## config.mk

```make
export PLATFORM = sky130hd
export DESIGN_NAME = stopwatch_controller
export DESIGN_NICKNAME = d
export VERILOG_FILES = /design/src/rtl/stopwatch_pkg.sv /design/src/rtl/button_conditioner.sv /design/src/rtl/stopwatch_controller.sv
export SDC_FILE = /design/constraint.sdc
export NUM_CORES = 1
export LEC_CHECK = 0
export CORE_ASPECT_RATIO = 2
export CORE_MARGIN = 4
export CORE_UTILIZATION = 65
export DETAILED_ROUTE_END_ITERATION = 16
export DONT_BUFFER_PORTS = 1
export PLACE_DENSITY = 0.91
export SYNTH_ARGS = -nofsm -noshare
export SYNTH_HDL_FRONTEND = slang
export SYNTH_HIERARCHICAL = 1
export SYNTH_SLANG_ARGS = --single-unit
```

## constraint.sdc

```tcl
create_clock -name clk -period 6.5 [get_ports clk]
set_clock_uncertainty 0.05 [all_clocks]
set_input_delay 0 -clock clk [delete_from_list [all_inputs] [get_ports clk]]
set_output_delay 0 -clock clk [all_outputs]
set_load 0.01 [all_outputs]
```

## src/rtl/stopwatch_pkg.sv

```systemverilog
// Shared definitions for the stopwatch controller.
//   state_t          : FSM state encoding (IDLE=00, RUN=01, PAUSE=10, ADJUST=11)
//   DEF_*            : default timing parameters for a 100 MHz clock
//   adjust_blank()   : digit blank pattern for the field being adjusted
package stopwatch_pkg;

  typedef enum logic [1:0] {
    IDLE   = 2'b00,
    RUN    = 2'b01,
    PAUSE  = 2'b10,
    ADJUST = 2'b11
  } state_t;

  localparam int DEF_TICK_DIV        = 100_000_000;
  localparam int DEF_DEBOUNCE_CYCLES = 1_000_000;
  localparam int DEF_BLINK_DIV       = 50_000_000;
  localparam int DEF_SCAN_DIV        = 200_000;

  // bit0 = seconds units ... bit3 = minutes tens
  function automatic logic [3:0] adjust_blank(input logic sel);
    return sel ? 4'b1100 : 4'b0011;
  endfunction

endpackage

```

## src/rtl/button_conditioner.sv

```systemverilog
// Conditions one raw mechanical button into a single-cycle press pulse.
// Ports:
//   clk    : system clock
//   reset  : asynchronous active-high reset
//   raw    : raw asynchronous button level
//   pulse  : one-cycle pulse when a debounced rising level is accepted
// The raw input passes a 2-flop synchronizer; a new level is accepted only
// after it has differed from the accepted level for DEBOUNCE_CYCLES
// consecutive cycles, so shorter glitches never produce a pulse.
module button_conditioner
  import stopwatch_pkg::*;
#(
  parameter int DEBOUNCE_CYCLES = DEF_DEBOUNCE_CYCLES
) (
  input  logic clk,
  input  logic reset,
  input  logic raw,
  output logic pulse
);

  localparam int CNT_W = (DEBOUNCE_CYCLES > 1) ? $clog2(DEBOUNCE_CYCLES) : 1;
  localparam logic [CNT_W-1:0] CNT_LAST = CNT_W'(DEBOUNCE_CYCLES - 1);

  logic [1:0]       sync_reg;
  logic             level_reg, level_next;
  logic [CNT_W-1:0] cnt_reg, cnt_next;
  logic             pulse_reg, pulse_next;

  always_comb begin
    level_next = level_reg;
    cnt_next   = '0;
    pulse_next = 1'b0;
    // Any cycle where the synchronized level matches the accepted one
    // restarts the count, which is what rejects short glitches.
    if (sync_reg[1] != level_reg) begin
      if (cnt_reg == CNT_LAST) begin
        level_next = sync_reg[1];
        pulse_next = sync_reg[1];
      end else begin
        cnt_next = cnt_reg + 1'b1;
      end
    end
  end

  always_ff @(posedge clk or posedge reset) begin
    if (reset) begin
      sync_reg  <= 2'b00;
      level_reg <= 1'b0;
      cnt_reg   <= '0;
      pulse_reg <= 1'b0;
    end else begin
      sync_reg  <= {sync_reg[0], raw};
      level_reg <= level_next;
      cnt_reg   <= cnt_next;
      pulse_reg <= pulse_next;
    end
  end

  assign pulse = pulse_reg;

endmodule

```

## src/rtl/stopwatch_controller.sv

```systemverilog
// Stopwatch control FSM with button conditioning, second divider, adjust
// blink generator and display scan strobe.
// Ports:
//   clk, reset       : clock, asynchronous active-high reset
//   btn_pause        : raw start/pause button (increment button in ADJUST)
//   btn_reset        : raw clear button
//   sw_adjust        : adjust-mode switch level
//   sw_sel           : adjust field select, 0 = seconds, 1 = minutes
//   count_en         : one-cycle pulse, advance time by one second
//   count_clr        : one-cycle pulse, clear time to 00:00
//   adj_sec_inc      : one-cycle pulse, increment seconds field
//   adj_min_inc      : one-cycle pulse, increment minutes field
//   scan_tick        : one-cycle digit multiplexer strobe
//   blank_mask[3:0]  : per-digit blank, bit0 = sec units .. bit3 = min tens
//   state[1:0]       : current FSM state
module stopwatch_controller
  import stopwatch_pkg::*;
#(
  parameter int TICK_DIV        = DEF_TICK_DIV,
  parameter int DEBOUNCE_CYCLES = DEF_DEBOUNCE_CYCLES,
  parameter int BLINK_DIV       = DEF_BLINK_DIV,
  parameter int SCAN_DIV        = DEF_SCAN_DIV
) (
  input  logic       clk,
  input  logic       reset,
  input  logic       btn_pause,
  input  logic       btn_reset,
  input  logic       sw_adjust,
  input  logic       sw_sel,
  output logic       count_en,
  output logic       count_clr,
  output logic       adj_sec_inc,
  output logic       adj_min_inc,
  output logic       scan_tick,
  output logic [3:0] blank_mask,
  output logic [1:0] state
);

  localparam int TICK_W  = (TICK_DIV > 1) ? $clog2(TICK_DIV) : 1;
  localparam int BLINK_W = (BLINK_DIV > 1) ? $clog2(BLINK_DIV) : 1;
  localparam int SCAN_W  = (SCAN_DIV > 1) ? $clog2(SCAN_DIV) : 1;
  localparam logic [TICK_W-1:0]  TICK_LAST  = TICK_W'(TICK_DIV - 1);
  localparam logic [BLINK_W-1:0] BLINK_LAST = BLINK_W'(BLINK_DIV - 1);
  localparam logic [SCAN_W-1:0]  SCAN_LAST  = SCAN_W'(SCAN_DIV - 1);

  // Button conditioning: index 0 = pause, index 1 = reset.
  logic [1:0] btn_raw;
  logic [1:0] btn_pulse;
  logic       pause_pulse;
  logic       reset_pulse;

  assign btn_raw = {btn_reset, btn_pause};

  for (genvar gi = 0; gi < 2; gi++) begin : g_btn
    button_conditioner #(
      .DEBOUNCE_CYCLES(DEBOUNCE_CYCLES)
    ) u_cond (
      .clk  (clk),
      .reset(reset),
      .raw  (btn_raw[gi]),
      .pulse(btn_pulse[gi])
    );
  end

  assign pause_pulse = btn_pulse[0];
  assign reset_pulse = btn_pulse[1];

  state_t              state_reg, state_next;
  logic [TICK_W-1:0]   sec_div_reg, sec_div_next;
  logic [BLINK_W-1:0]  blink_div_reg, blink_div_next;
  logic                blink_phase_reg, blink_phase_next;
  logic [SCAN_W-1:0]   scan_div_reg;
  logic                scan_tick_reg;
  logic                sec_wrap;

  assign sec_wrap = (sec_div_reg == TICK_LAST);

  // The switches are treated as quasi-static levels and used directly.
  // Dividers default to zero so every state except RUN/PAUSE (second
  // divider) and ADJUST (blink) keeps them cleared.
  always_comb begin
    state_next       = state_reg;
    sec_div_next     = '0;
    blink_div_next   = '0;
    blink_phase_next = 1'b0;
    count_en         = 1'b0;
    count_clr        = reset_pulse;
    adj_sec_inc      = 1'b0;
    adj_min_inc      = 1'b0;

    if (reset_pulse) begin
      // Clear wins over everything, including a simultaneous pause press.
      state_next = IDLE;
    end else begin
      case (state_reg)
        IDLE: begin
          if (pause_pulse) state_next = sw_adjust ? ADJUST : RUN;
        end
        RUN: begin
          // The divider keeps counting in the cycle a pause is accepted,
          // so a second boundary there still produces count_en.
          count_en     = sec_wrap;
          sec_div_next = sec_wrap ? '0 : sec_div_reg + 1'b1;
          if (pause_pulse) state_next = PAUSE;
        end
        PAUSE: begin
          sec_div_next = sec_div_reg;
          if (pause_pulse) state_next = sw_adjust ? ADJUST : RUN;
        end
        ADJUST: begin
          if (pause_pulse) begin
            adj_min_inc = sw_sel;
            adj_sec_inc = ~sw_sel;
          end
          if (!sw_adjust) begin
            state_next = PAUSE;
          end else if (blink_div_reg == BLINK_LAST) begin
            blink_phase_next = ~blink_phase_reg;
          end else begin
            blink_div_next   = blink_div_reg + 1'b1;
            blink_phase_next = blink_phase_reg;
          end
        end
      endcase
    end
  end

  always_ff @(posedge clk or posedge reset) begin
    if (reset) begin
      state_reg       <= IDLE;
      sec_div_reg     <= '0;
      blink_div_reg   <= '0;
      blink_phase_reg <= 1'b0;
    end else begin
      state_reg       <= state_next;
      sec_div_reg     <= sec_div_next;
      blink_div_reg   <= blink_div_next;
      blink_phase_reg <= blink_phase_next;
    end
  end

  // Free-running scan strobe; registered so it first fires SCAN_DIV
  // cycles after reset is released.
  always_ff @(posedge clk or posedge reset) begin
    if (reset) begin
      scan_div_reg  <= '0;
      scan_tick_reg <= 1'b0;
    end else begin
      scan_tick_reg <= (scan_div_reg == SCAN_LAST);
      scan_div_reg  <= (scan_div_reg == SCAN_LAST) ? '0 : scan_div_reg + 1'b1;
    end
  end

  assign scan_tick  = scan_tick_reg;
  assign blank_mask = (state_reg == ADJUST && blink_phase_reg) ? adjust_blank(sw_sel) : 4'b0000;
  assign state      = state_reg;

endmodule

```

# After elaboration in Yosys (flattened, before gate mapping)

Index checks and enable logic that the tools add are counted.

Input port bits: 6
Output and inout port bits: 11
Bits in registers: 123

Bitwise gates (word level): 2
Mux-type cells: 36
Add/subtract/negate cells: 5
Equal/unequal tests: 15
Reduce and logical (&&, ||, !) cells: 6

Operators by type and width:

| cell                                                             | number |
|---|---|
| 26-bit two-way mux                                               | 4 |
| 20-bit two-way mux                                               | 4 |
| 27-bit two-way mux                                               | 2 |
| 27-bit case mux with 2 select lines                              | 1 |
| 20-bit by 1-bit adder with 20-bit output (second input constant) | 2 |
| 20-bit == test (second input constant)                           | 2 |
| 27-bit by 1-bit adder with 27-bit output (second input constant) | 1 |
| 27-bit == test (second input constant)                           | 1 |
| 26-bit by 1-bit adder with 26-bit output (second input constant) | 1 |
| 26-bit == test (second input constant)                           | 1 |
| 18-bit by 1-bit adder with 18-bit output (second input constant) | 1 |
| 18-bit == test (second input constant)                           | 1 |
| 18-bit two-way mux                                               | 1 |
| 1-bit two-way mux                                                | 16 |
| 2-bit two-way mux                                                | 5 |
| 4-bit two-way mux                                                | 2 |
| 3-bit by 1-bit != test with 1-bit output (second input constant) | 2 |
| 2-bit case mux with 3 select lines                               | 1 |
| 2-bit == test (second input constant)                            | 2 |
| 4-bit by 3-bit != test with 1-bit output (second input constant) | 1 |
| 2-bit AND reduction                                              | 2 |
| 3-bit by 2-bit != test with 1-bit output (second input constant) | 1 |
| 3-bit AND reduction                                              | 1 |
| 2-bit by 1-bit == test with 1-bit output (second input constant) | 1 |
| other kinds (6)                                                  | 8 |

# Longest topological paths before layout

Word-level depth: 5
Gate-level depth with buffers: 7
Depth with buffers taken out: 6

# Hierarchy

The synthesis kept the hierarchy.

By module, submodules not included:

| module               | times used | area an instance (um^2) | cells an instance |
|---|---|---|---|
| stopwatch_controller | 1          | 3809.9                  | 403 |
| button_conditioner   | 2          | 1188.6                  | 108 |

# Worst setup path after synthesis

OpenSTA, ideal clock, no wires.

Kind: register to register
Start point: register sec_div_reg[17]
End point: register sec_div_reg[0]
Stages on the path, launching flop included: 6
Data arrival time: 1858 ps
Clock period less this slack: 2033 ps
Library setup time: 125 ps
Path slack: 4467 ps
Cell sequence: dfrtp_1 or4b_4 nor4_4 a31oi_1 buf_2 mux2_2

Longest elaborated chain between the ends: 4

RTL lines:

| element                             | RTL line                    | text |
|---|---|---|
| start, declared                     | stopwatch_controller.sv:69  | `logic [TICK_W-1:0] sec_div_reg, sec_div_next;` |
| start signal, assigned              | stopwatch_controller.sv:136 | `sec_div_reg <= sec_div_next;` |
| 27-bit == test                      | stopwatch_controller.sv:76  | `assign sec_wrap = (sec_div_reg == TICK_LAST);` |
| 27-bit two-way mux                  | stopwatch_controller.sv:103 | `sec_div_next = sec_wrap ? '0 : sec_div_reg + 1'b1;` |
| 27-bit case mux with 2 select lines | stopwatch_controller.sv:95  | `case (state_reg)` |
| 27-bit two-way mux                  | stopwatch_controller.sv:91  | `if (reset_pulse) begin` |

No other way between the ends.
A chain may end at the register's enable or synchronous reset.

# Worst setup path after layout

Start point: register state_reg[0] (netlist: state[0])
End point: register sec_div_reg[20]

Longest elaborated chain between the ends: 3
Elaborated cells between the ends (all ways): 5

RTL lines:

| element                                                                          | RTL line                    | text |
|---|---|---|
| start, declared                                                                  | stopwatch_controller.sv:68  | `state_t state_reg, state_next;` |
| start signal, assigned                                                           | stopwatch_controller.sv:135 | `state_reg <= state_next;` |
| 2-bit == test / 2-bit by 1-bit == test with 1-bit output (equally long branches) | stopwatch_controller.sv:95  |  |
| 27-bit case mux with 2 select lines                                              | stopwatch_controller.sv:95  |  |
| 27-bit two-way mux                                                               | stopwatch_controller.sv:91  |  |

Parallel ways exist; a longest one is shown, timed or not.

==> impl_metrics.tcl <==
set metrics [dict create \
    status "finished clean" \
    yosys_warnings 6 \
    dp_hpwl_mm 8.97 \
    synth_commonest_cells "dfrtp_1 (123), nor2_1 (101), nand2_1 (45), xor2_1 (45), nand3_1 (43)" \
    clockPowerShare_pct 52.9 \
    area_growth_pct 11.3 \
    critical_path_arrival_ns 2.79 \
    wl_per_cell_um 17.9 \
    clk_latency_ns 0.41 \
    synth_top_area_share_pct 49.7 \
    routed_via_density 6.51 \
    avgSynthCellArea_sq_um 10.0 \
    ios 17 \
    p_seq_share_pct 44.6 \
    finalSetupViolCount 0 \
    synth_compound_area_share_pct 6.39 \
    multi_input_area_sq_um 2960 \
    vias 4854 \
    synth_area_sq_um 6190 \
    start_util_pct 66.4 \
    first_global_vias 5042 \
    grt_overflow_total 0 \
    cts_tree "yes" \
    path_clk_slew_ns 0.05 \
    fin_crit_sh_pct 38.6 \
    worstHoldStart "sw_sel" \
    finalMaxSlewViolations 0 \
    largest_reg_flops 40 \
    cts_root_buf "clkbuf_16" \
    p_int_mw 1.37 \
    antenna_found_initial 0 \
    hold_path.class "primary input to primary output" \
    portBuffers 0 \
    gp_congestion 0.924 \
    synthFlopType "dfrtp_1" \
    slew_headroom_pct 25.1 \
    fin_setup_tns_ns 0 \
    maxCapViolations 0 \
    worstMarginPinSlew_ns 1.12 \
    yosysSeqAreaShare_pct 49.7 \
    synth_cell_types 56 \
    syn_inst 619 \
    crit_start "state[0]" \
    die_h_um 146 \
    grt_max_degree 76 \
    layout-drive-gt1-share_pct 9.81 \
    diodes 0 \
    critPathKind "flop to flop" \
    cts_resized 0 \
    synth-simple-area-share_pct 27.9 \
    fp-row-count 50 \
    drc 0 \
    synthesis.nets 630 \
    hold_violations 0 \
    r2r_start "state[0]" \
    dr.pass1.iters 5 \
    grt_pass1_wl_mm 23.0 \
    routed_wl_mm 13.3 \
    async_reset_ff_share_pct 100 \
    register_area_sq_um 3080 \
    critical_path_required_ns 6.78 \
    clock_path_buffers 2 \
    drtIter0Drc 309 \
    core_area_sq_um 9320 \
    fin_util_pct 73.9 \
    yosys.area.top_type "dfrtp_1" \
    die_w_um 77.0 \
    muxShareOfSynthArea_pct 1.15 \
    finalCriticalPeriod_ns 2.51 \
    p_sw_mw 0.374 \
    nFillCells 623 \
    vdd_drop_max_v 0.000204 \
    end_kind "flop" \
    die-area_sq_um 11200 \
    synth_xor_area_share_pct 11.3 \
    cp_max_fo 11 \
    worstSetupStartpointType "flop" \
    rsz0062_at_grt "false" \
    synth.most_common_cell "dfrtp_1" \
    cts_made_buffers 17 \
    grt_use_total_pct 25.4 \
    powerDensity_nw_per_um2 253 \
    ys_top_cells_by_area "dfrtp_1 (50%), xor2_1 (6.4%), nor2_1 (6.1%)" \
    ys_ff_latch 123 \
    p_leak_nw 2.87 \
    switching_share_pct 21.4 \
    synth_edf_count 0 \
    fmax_mhz 399 \
    cts_max_level 4 \
    synthAdderAreaFrac_pct 1.01 \
    synth_top_family_by_area "simple AND/OR/NAND/NOR gates" \
    nNetsFinal 641 \
    clkSinkCount 123 \
    antenna_left 0 \
    pwr-share-comb_pct 2.5 \
]
metal layers:
layer | GRT usage (%) | routed length (um) | vias to the layer above
li1 | - | - | 2216
met1 | 27.7 | 4940 | 2409
met2 | 45.5 | 7370 | 187
met3 | 6.32 | 584 | 42
met4 | 11.6 | 447 | 0
met5 | 0 | 0 | -
worst max-delay path, stage by stage, from the launching register on:
cell	delay, ns
dfrtp_1	0.53
inv_1	0.12
or3_1	0.44
a31oi_1	0.68
buf_4	0.31
a41oi_1	0.13
a31oi_1	0.16
final cells by class:
class                      instances  share of cell area (%)
timing repair buffer               7                   0.909
multi-input combinational        463                    43.0
sequential                       123                    44.7
clock buffer                      20                    6.78
clock inverter                    11                    1.74
inverter                          18                   0.981
tap                              104                    1.89
cell usage in the layout (no fill, tap or decap), types with 4 or more instances in the layout:
master	instances
a21oi_1	15
a31oi_1	13
and3_1	20
and4_1	7
clkbuf_16	17
clkinv_2	4
dfrtp_1	123
dlygate4sd3_1	4
ha_1	5
inv_1	17
nand2_1	45
nand3_1	43
nand3_2	4
nand4_1	25
nand4_2	4
nor2_1	101
nor3_1	12
nor3b_1	5
nor4_1	9
nor4_2	4
o21ai_0	7
o31ai_1	6
or3_1	4
or4_1	7
xnor2_1	35
xor2_1	45
worst paths after layout:
kind	endpoint	slack (ns)	cells past startpoint
max reg2reg	sec_div_reg[20]	3.99	6
min	blank_mask[1]	0.03	1
max in group asynchronous	scan_div_reg[1]	5.46	3
min in group asynchronous	g_btn[0].u_cond/cnt_reg[3]	0.25	2
max	sec_div_reg[20]	3.99	6
min reg2reg	g_btn[1].u_cond/sync_reg[1]	0.31	0
per-stage QoR:
step | total power [mW] | std cells | hold WS [ns] | setup slack, ns | instance area (sq um)
after floorplan | 0.823 | 619 | -0.0354 | 4.47 | 6190
after global placement | 0.830 | 711 | -0.0185 | 4.10 | 6260
after detailed placement | 0.832 | 711 | -0.0185 | 4.04 | 6260
after CTS | 1.76 | 746 | 0.0359 | 4.03 | 6880
after global routing | 1.81 | 746 | 0.0410 | 3.80 | 6880
final | 1.74 | 746 | 0.0343 | 3.99 | 6880
cells by family after synthesis:
| group | Yosys count |
|---|---|
| mux | 6 |
| buf+inv | 33 |
| simple gates | 317 |
| fa+ha+maj | 5 |
| flops | 123 |
| xor+xnor | 80 |
| compound gates | 55 |
power groups by stage:
| stage | Clock, mW | Combinational [mW] | Sequential, mW |
|---|---|---|---|
| 2_1_floorplan | 0 | 0.0344 | 0.789 |
| 3_3_place_gp | 0 | 0.0398 | 0.790 |
| 3_5_place_dp | 0 | 0.0414 | 0.791 |
| 4_1_cts | 0.937 | 0.0442 | 0.777 |
| 5_1_grt | 0.980 | 0.0497 | 0.778 |
| 6_report | 0.923 | 0.0433 | 0.778 |
what timing repair did:
item / in CTS / in global routing
endpoints found under the hold margin: 129 / 0
setup buffers: 0 / 0
hold buffers: 4 / 0
Note: power is estimated with default switching activity, not from simulation.
